$ cat src/rtl/io_pkg.sv
// Shared constants for the memory-mapped I/O display path: seven-segment
// codes (active-low, bit order g,f,e,d,c,b,a), anode constants and a small
// helper that turns a scan index into an active-low anode select.
package io_pkg;

    localparam int NUM_DIGITS = 4;

    localparam logic [3:0] AN_OFF = 4'b1111;

    localparam logic [6:0] SEG_0   = 7'h40;
    localparam logic [6:0] SEG_1   = 7'h79;
    localparam logic [6:0] SEG_2   = 7'h24;
    localparam logic [6:0] SEG_3   = 7'h30;
    localparam logic [6:0] SEG_4   = 7'h19;
    localparam logic [6:0] SEG_5   = 7'h12;
    localparam logic [6:0] SEG_6   = 7'h02;
    localparam logic [6:0] SEG_7   = 7'h78;
    localparam logic [6:0] SEG_8   = 7'h00;
    localparam logic [6:0] SEG_9   = 7'h10;
    localparam logic [6:0] SEG_A   = 7'h08;
    localparam logic [6:0] SEG_B   = 7'h03;
    localparam logic [6:0] SEG_C   = 7'h46;
    localparam logic [6:0] SEG_D   = 7'h21;
    localparam logic [6:0] SEG_E   = 7'h06;
    localparam logic [6:0] SEG_F   = 7'h0E;
    localparam logic [6:0] SEG_OFF = 7'h7F;

    // Active-low one-hot anode pattern for scan index idx (0 = rightmost).
    function automatic logic [3:0] an_select(input logic [1:0] idx);
        an_select = ~(4'b0001 << idx);
    endfunction

endpackage

$ cat src/rtl/hex7seg.sv
// Combinational hex nibble to active-low seven-segment decoder.
module hex7seg
    import io_pkg::*;
(
    input  logic [3:0] nibble,
    output logic [6:0] seg
);

    // Map each hex value onto its segment pattern.
    always_comb begin
        seg = SEG_OFF;
        case (nibble)
            4'h0: seg = SEG_0;
            4'h1: seg = SEG_1;
            4'h2: seg = SEG_2;
            4'h3: seg = SEG_3;
            4'h4: seg = SEG_4;
            4'h5: seg = SEG_5;
            4'h6: seg = SEG_6;
            4'h7: seg = SEG_7;
            4'h8: seg = SEG_8;
            4'h9: seg = SEG_9;
            4'hA: seg = SEG_A;
            4'hB: seg = SEG_B;
            4'hC: seg = SEG_C;
            4'hD: seg = SEG_D;
            4'hE: seg = SEG_E;
            4'hF: seg = SEG_F;
        endcase
    end

endmodule

$ cat src/rtl/hex_display_scanner.sv
// Four-digit multiplexed seven-segment scanner for common-anode displays.
// The displayed value is shadowed once per frame (at the digit 3 -> 0
// boundary) so a CPU write mid-frame never produces a torn image. Each
// digit slot starts with a short dark guard interval to suppress ghosting
// while the anode and segment drivers change over.
module hex_display_scanner
    import io_pkg::*;
#(
    parameter int DATA_WIDTH  = 16,
    parameter int REFRESH_DIV = 50000,
    parameter int GUARD       = 2
) (
    input  logic                  clk,
    input  logic                  reset_n,
    input  logic [DATA_WIDTH-1:0] display_data,
    input  logic                  display_en,
    input  logic                  lz_blank,
    output logic [3:0]            an,
    output logic [6:0]            seg,
    output logic                  frame_tick
);

    localparam int              CNT_W     = $clog2(REFRESH_DIV);
    localparam logic [CNT_W-1:0] CNT_LAST  = CNT_W'(REFRESH_DIV - 1);
    localparam logic [CNT_W-1:0] CNT_GUARD = CNT_W'(GUARD);

    // Catch illegal parameterisations at elaboration rather than in silicon.
    if (DATA_WIDTH != 4 * NUM_DIGITS) begin : g_bad_width
        $error("hex_display_scanner: DATA_WIDTH must be %0d", 4 * NUM_DIGITS);
    end
    if (GUARD < 1) begin : g_bad_guard
        $error("hex_display_scanner: GUARD must be at least 1");
    end
    if (REFRESH_DIV < GUARD + 2) begin : g_bad_div
        $error("hex_display_scanner: REFRESH_DIV must be at least GUARD+2");
    end

    logic [CNT_W-1:0]      cnt;
    logic [1:0]            digit;
    logic [DATA_WIDTH-1:0] shadow;

    logic       slot_end;
    logic       frame_end;
    logic [3:0] nibble;
    logic [3:0] nib_zero;
    logic [3:0] blank;
    logic       lit;
    logic [6:0] seg_code;

    assign slot_end  = (cnt == CNT_LAST);
    assign frame_end = slot_end && (digit == 2'd3);

    // Select the nibble belonging to the digit currently being scanned.
    always_comb begin
        nibble = shadow[3:0];
        case (digit)
            2'd0: nibble = shadow[3:0];
            2'd1: nibble = shadow[7:4];
            2'd2: nibble = shadow[11:8];
            2'd3: nibble = shadow[15:12];
        endcase
    end

    // Leading-zero suppression: a digit is blank when it and every digit to
    // its left are zero. The rightmost digit always shows, so 0 reads "0".
    always_comb begin
        nib_zero[0] = (shadow[3:0]   == 4'h0);
        nib_zero[1] = (shadow[7:4]   == 4'h0);
        nib_zero[2] = (shadow[11:8]  == 4'h0);
        nib_zero[3] = (shadow[15:12] == 4'h0);
        blank[3]    = lz_blank && nib_zero[3];
        blank[2]    = blank[3] && nib_zero[2];
        blank[1]    = blank[2] && nib_zero[1];
        blank[0]    = 1'b0;
    end

    // Anode is driven only outside the guard window, when enabled and unblanked.
    always_comb begin
        lit = (cnt >= CNT_GUARD) && display_en && !blank[digit];
    end

    hex7seg u_hex7seg (
        .nibble (nibble),
        .seg    (seg_code)
    );

    // Slot counter and scan index; the scan runs regardless of display_en.
    always_ff @(posedge clk or negedge reset_n) begin
        if (!reset_n) begin
            cnt   <= '0;
            digit <= 2'd0;
        end else if (slot_end) begin
            cnt   <= '0;
            digit <= digit + 2'd1;
        end else begin
            cnt   <= cnt + CNT_W'(1);
        end
    end

    // Frame-synchronous shadow: only the value present in the boundary cycle is captured.
    always_ff @(posedge clk or negedge reset_n) begin
        if (!reset_n) begin
            shadow <= '0;
        end else if (frame_end) begin
            shadow <= display_data;
        end
    end

    // Registered drivers so the pads see glitch-free anode/segment changes.
    always_ff @(posedge clk or negedge reset_n) begin
        if (!reset_n) begin
            an         <= AN_OFF;
            seg        <= SEG_OFF;
            frame_tick <= 1'b0;
        end else begin
            an         <= lit ? an_select(digit) : AN_OFF;
            seg        <= lit ? seg_code : SEG_OFF;
            frame_tick <= frame_end;
        end
    end

endmodule

$ cat config.mk
export PLATFORM = sky130hd
export DESIGN_NAME = hex_display_scanner
export DESIGN_NICKNAME = d
export VERILOG_FILES = /design/src/rtl/io_pkg.sv /design/src/rtl/hex7seg.sv /design/src/rtl/hex_display_scanner.sv
export SDC_FILE = /design/constraint.sdc
export NUM_CORES = 1
export LEC_CHECK = 0
export ABC_AREA = 1
export BUFFER_PORTS_ARGS = -buffer_cell sky130_fd_sc_hd__buf_2
export CORE_ASPECT_RATIO = 1.1
export CORE_MARGIN = 3
export CORE_UTILIZATION = 40
export DETAILED_ROUTE_END_ITERATION = 16
export HOLD_SLACK_MARGIN = 0.05
export REMOVE_ABC_BUFFERS = 1
export SLEW_MARGIN = 10
export SYNTH_ARGS = -nofsm -noshare
export SYNTH_HDL_FRONTEND = slang
export SYNTH_SLANG_ARGS = --single-unit
$ cat constraint.sdc
create_clock -name clk -period 2.8 [get_ports clk]
set_input_delay 0 -clock clk [delete_from_list [all_inputs] [get_ports clk]]
set_output_delay 0 -clock clk [all_outputs]
set_load 0.005 [all_outputs]
==> key figures <==
Critical path
  • Largest stage delay on the critical path: between 0.5 and 0.6 ns
  • Worst R2R Setup Slack: between 0.4 and 0.5 ns
  • Reg2Reg Depth: 11
  • Crit Path Category: reg -> reg
  • Startpoint types: flop
  • CP delay by family, top: compound AO/OA/AOI/OAI gates
  • CP cell instances: inv_1 -> ha_1 -> inv_1 -> nand2_1 -> o21ai_0 -> inv_1 -> ha_1 -> nand3_1 -> nand2_1 -> nand2_1 -> nand3_1
  • RR Endpoint: seg[6]
  • Worst r2r src: digit[0]
  • Worst Path Arrival: between 2 and 3 ns
  • Critical path's slowest cell: o21ai_0
  • Worst EP required: around 3 ns
  • Buf/Inv on CP: 3
  • Worst-path maximum fanout: 6
  • CP endpoint kind: flop

Yosys
  • Distinct cell type count after synthesis: 27
  • Synthesized cell area: between 2000 and 3000 um2
  • Ys async rst share: 1.00
  • Area leader, netlist: dfrtp_1
  • Cells after Synth: approximately 320
  • Seq/Total Area, Yosys: 0.465
  • Mapped Avg Cell Area: about 8 um2
  • Post-synth EDFFs: 0
  • Syn. warnings: 0
  • Synth top area cells: dfrtp_1 35%, nand2_1 14%, dfstp_2 12%, ha_1 6.0%, nor2_1 5.9%
  • Area share of the leading cell type in the synthesized netlist: 0.350
  • Dominant synthesized flop cell: dfrtp_1
  • Flops & latches, synth: 46

STA
  • Achievable Freq: roughly 420 MHz
  • Worst Skew: ~0.016 ns
  • Period utilisation layout: 0.846
  • RSZ-0062 raised after global routing: false
  • Relative slew margins: 0.339
  • Final Slew Violations: 0
  • Total negative slack: 0 ns
  • Endpoints failing hold: 0
  • WHS: around 0.13 ns
  • Final Critical Period: approximately 2.4 ns
  • Worst-Margin Slew: slightly below 1 ns
  • # setup viols final: 0

Worst hold path
  • Hold Path End: an[1]
  • Worst min-delay path class: in -> reg
  • Worst hold path depth: 4
  • Hold path startpoint: display_en

Global route
  • Initial antenna violation count: 0
  • Gr ovfl total: 0
  • Gr usage total: 0.164
  • Largest net degree at the start of global routing: 47
  • First-pass GRT wire length: roughly 9000 um
  • Vias in the first global route: 2026

Detailed routing
  • Routed vias: a little over 2000
  • Vias per inst: 4.66
  • Antenna-violating nets left: 0
  • Total wire length: between 5000 and 6000 um
  • DR pass1 iterations: 4
  • DR iter-0 viols: approximately 130
  • DRC viols: 0
  • Wirelength per Cell: 11.4 um

CTS
  • Clock transition at the registers of the reported paths: 0.08 ns
  • Clock latency on the worst-skew pair: just over 0.3 ns
  • H-tree depth: 2
  • CTS tree: built
  • Max Root-Sink Buffers: 2
  • Clk root buf: clkbuf_8
  • Number of buffers created by CTS: 5
  • Post-CTS setup buffer count: 0
  • Clk sink count: 46

Cells and area
  • Fill cell count: just under 600
  • Area grow syn2layout: 21.0%
  • Core Util, Final: 0.512
  • Final net count: about 400
  • Antenna diodes: 0
  • Share of cells above drive strength 1: 0.172

Die
  • Die Ht: 89.0 um
  • # IOs: 32
  • DIE WIDTH: approximately 81 um
  • Die ar.: 7240 um2
  • Row cnt: 29
  • Core ar.: around 6000 um2
  • Initial Utilization: 0.423

Job
  • Max-cap violations: 0

Power and ir drop
  • Lkg Pwr: between 1 and 1.5 nW
  • Peak supply drop: between 0.0002 and 0.00025 V
  • Tot Pwr: approximately 1.3 mW
  • PwrDens: 439 nW/um2

Place
  • GPL Wtd Cong: 0.906
  • Buffers added on ports: 31
  • Dpl hpwl: between 3000 and 4000 um

Status
  • Outcome: finished, final reports clean
==> area by class of cell <==
class,count,area (um2),share of cell area
sequential,46,1160,0.385
inverter,36,135,0.0446
tap,77,96.3,0.0318
multi-input combinational,229,1160,0.384
clock inverter,2,60.1,0.0198
clock buffer,6,82.6,0.0273
timing repair buffer,48,325,0.107
==> cell usage after synthesis (2+ instances only) <==
master    count
nand4_1       2
o21bai_1      2
nand3_1      29
nor3_1        4
nand2_2       5
nor2_1       39
xor2_1        7
nand2_1      95
dfrtp_1      35
o21ai_2       4
inv_1        34
clkinv_1      2
ha_1         12
a21oi_1       3
o21ai_0      18
buf_6         3
dfstp_2      11
==> placed cells by master, fill, tap and decap left out, drive strengths merged <==
| cell type | instances |
|---|---|
| a21oi | 3 |
| and3 | 1 |
| buf | 31 |
| bufinv | 2 |
| clkbuf | 6 |
| clkinv | 2 |
| dfrtp | 35 |
| dfstp | 11 |
| dlygate4sd3 | 17 |
| ha | 12 |
| inv | 34 |
| nand2 | 101 |
| nand3 | 29 |
| nand3b | 1 |
| nand4 | 2 |
| nor2 | 42 |
| nor3 | 4 |
| nor3b | 1 |
| o21ai | 22 |
| o21bai | 2 |
| o22ai | 1 |
| xnor2 | 1 |
| xor2 | 7 |
==> metrics by stage <==
step,cell area (um2),worst slack (ns),instances
finish,3030,0.433,444
global placement,2720,0.581,419
global route,3030,0.0892,444
CTS,3030,0.438,444
detailed placement,2720,0.469,419
floorplan,2460,0.754,311
==> worst register-to-register path: cells and delay by family, from the launching register on <==
kind / cells / cell delay, ns
fa+ha+maj: 2 / 0.51
compound gates: 1 / 0.54
flops: 1 / 0.42
simple gates: 5 / 0.38
buf+inv: 3 / 0.42
==> registers in the layout, indices dropped and copies added, names as in the netlist <==
signal,cells
cnt,16
digit,2
frame_tick,1
an,4
shadow,16
seg,7
==> cells by family (layout without fill, tap and decap cells) <==
group / count (synthesis) / after routing / share of synthesized area
xor gates and xnor gates: 8 / 8 / 0.0280
and+or+nand+nor: 181 / 181 / 0.313
adders and majority gates: 12 / 12 / 0.0600
DFF: 46 / 46 / 0.466
buffers and inverters: 40 / 92 / 0.0695
AOI/OAI and AO/OA: 28 / 28 / 0.0645
==> per-layer routing <==
metal  wire length [um]  GRT usage
met1               2470      0.222
met2               2310      0.264
met3                202     0.0363
met4                 66     0.0461
met5                  0          0
==> worst max path at each step <==
stage,start,endpoint,slack [ns],depth (start not counted)
global placement,digit[0],seg[6],0.58,11
detailed placement,digit[0],seg[6],0.47,11
global route,digit[0],seg[5],0.09,11
CTS,digit[0],seg[6],0.44,11
floorplan,digit[0],seg[5],0.75,11
finish,digit[0],seg[6],0.43,11
==> what timing repair did <==
action,in CTS,in global routing
hold buffers,17,0
setup endpoints to repair,0,0
gates resized for setup,0,0
endpoints found under the hold margin,51,0
==> where the power goes <==
group / switching [mW] / internal [mW] / total [mW]
clock network: 0.224 / 0.381 / 0.605
logic: 0.0236 / 0.0283 / 0.0519
registers: 0.000709 / 0.671 / 0.671
total: 0.249 / 1.08 / 1.33
(Power assumes the default switching activity.)
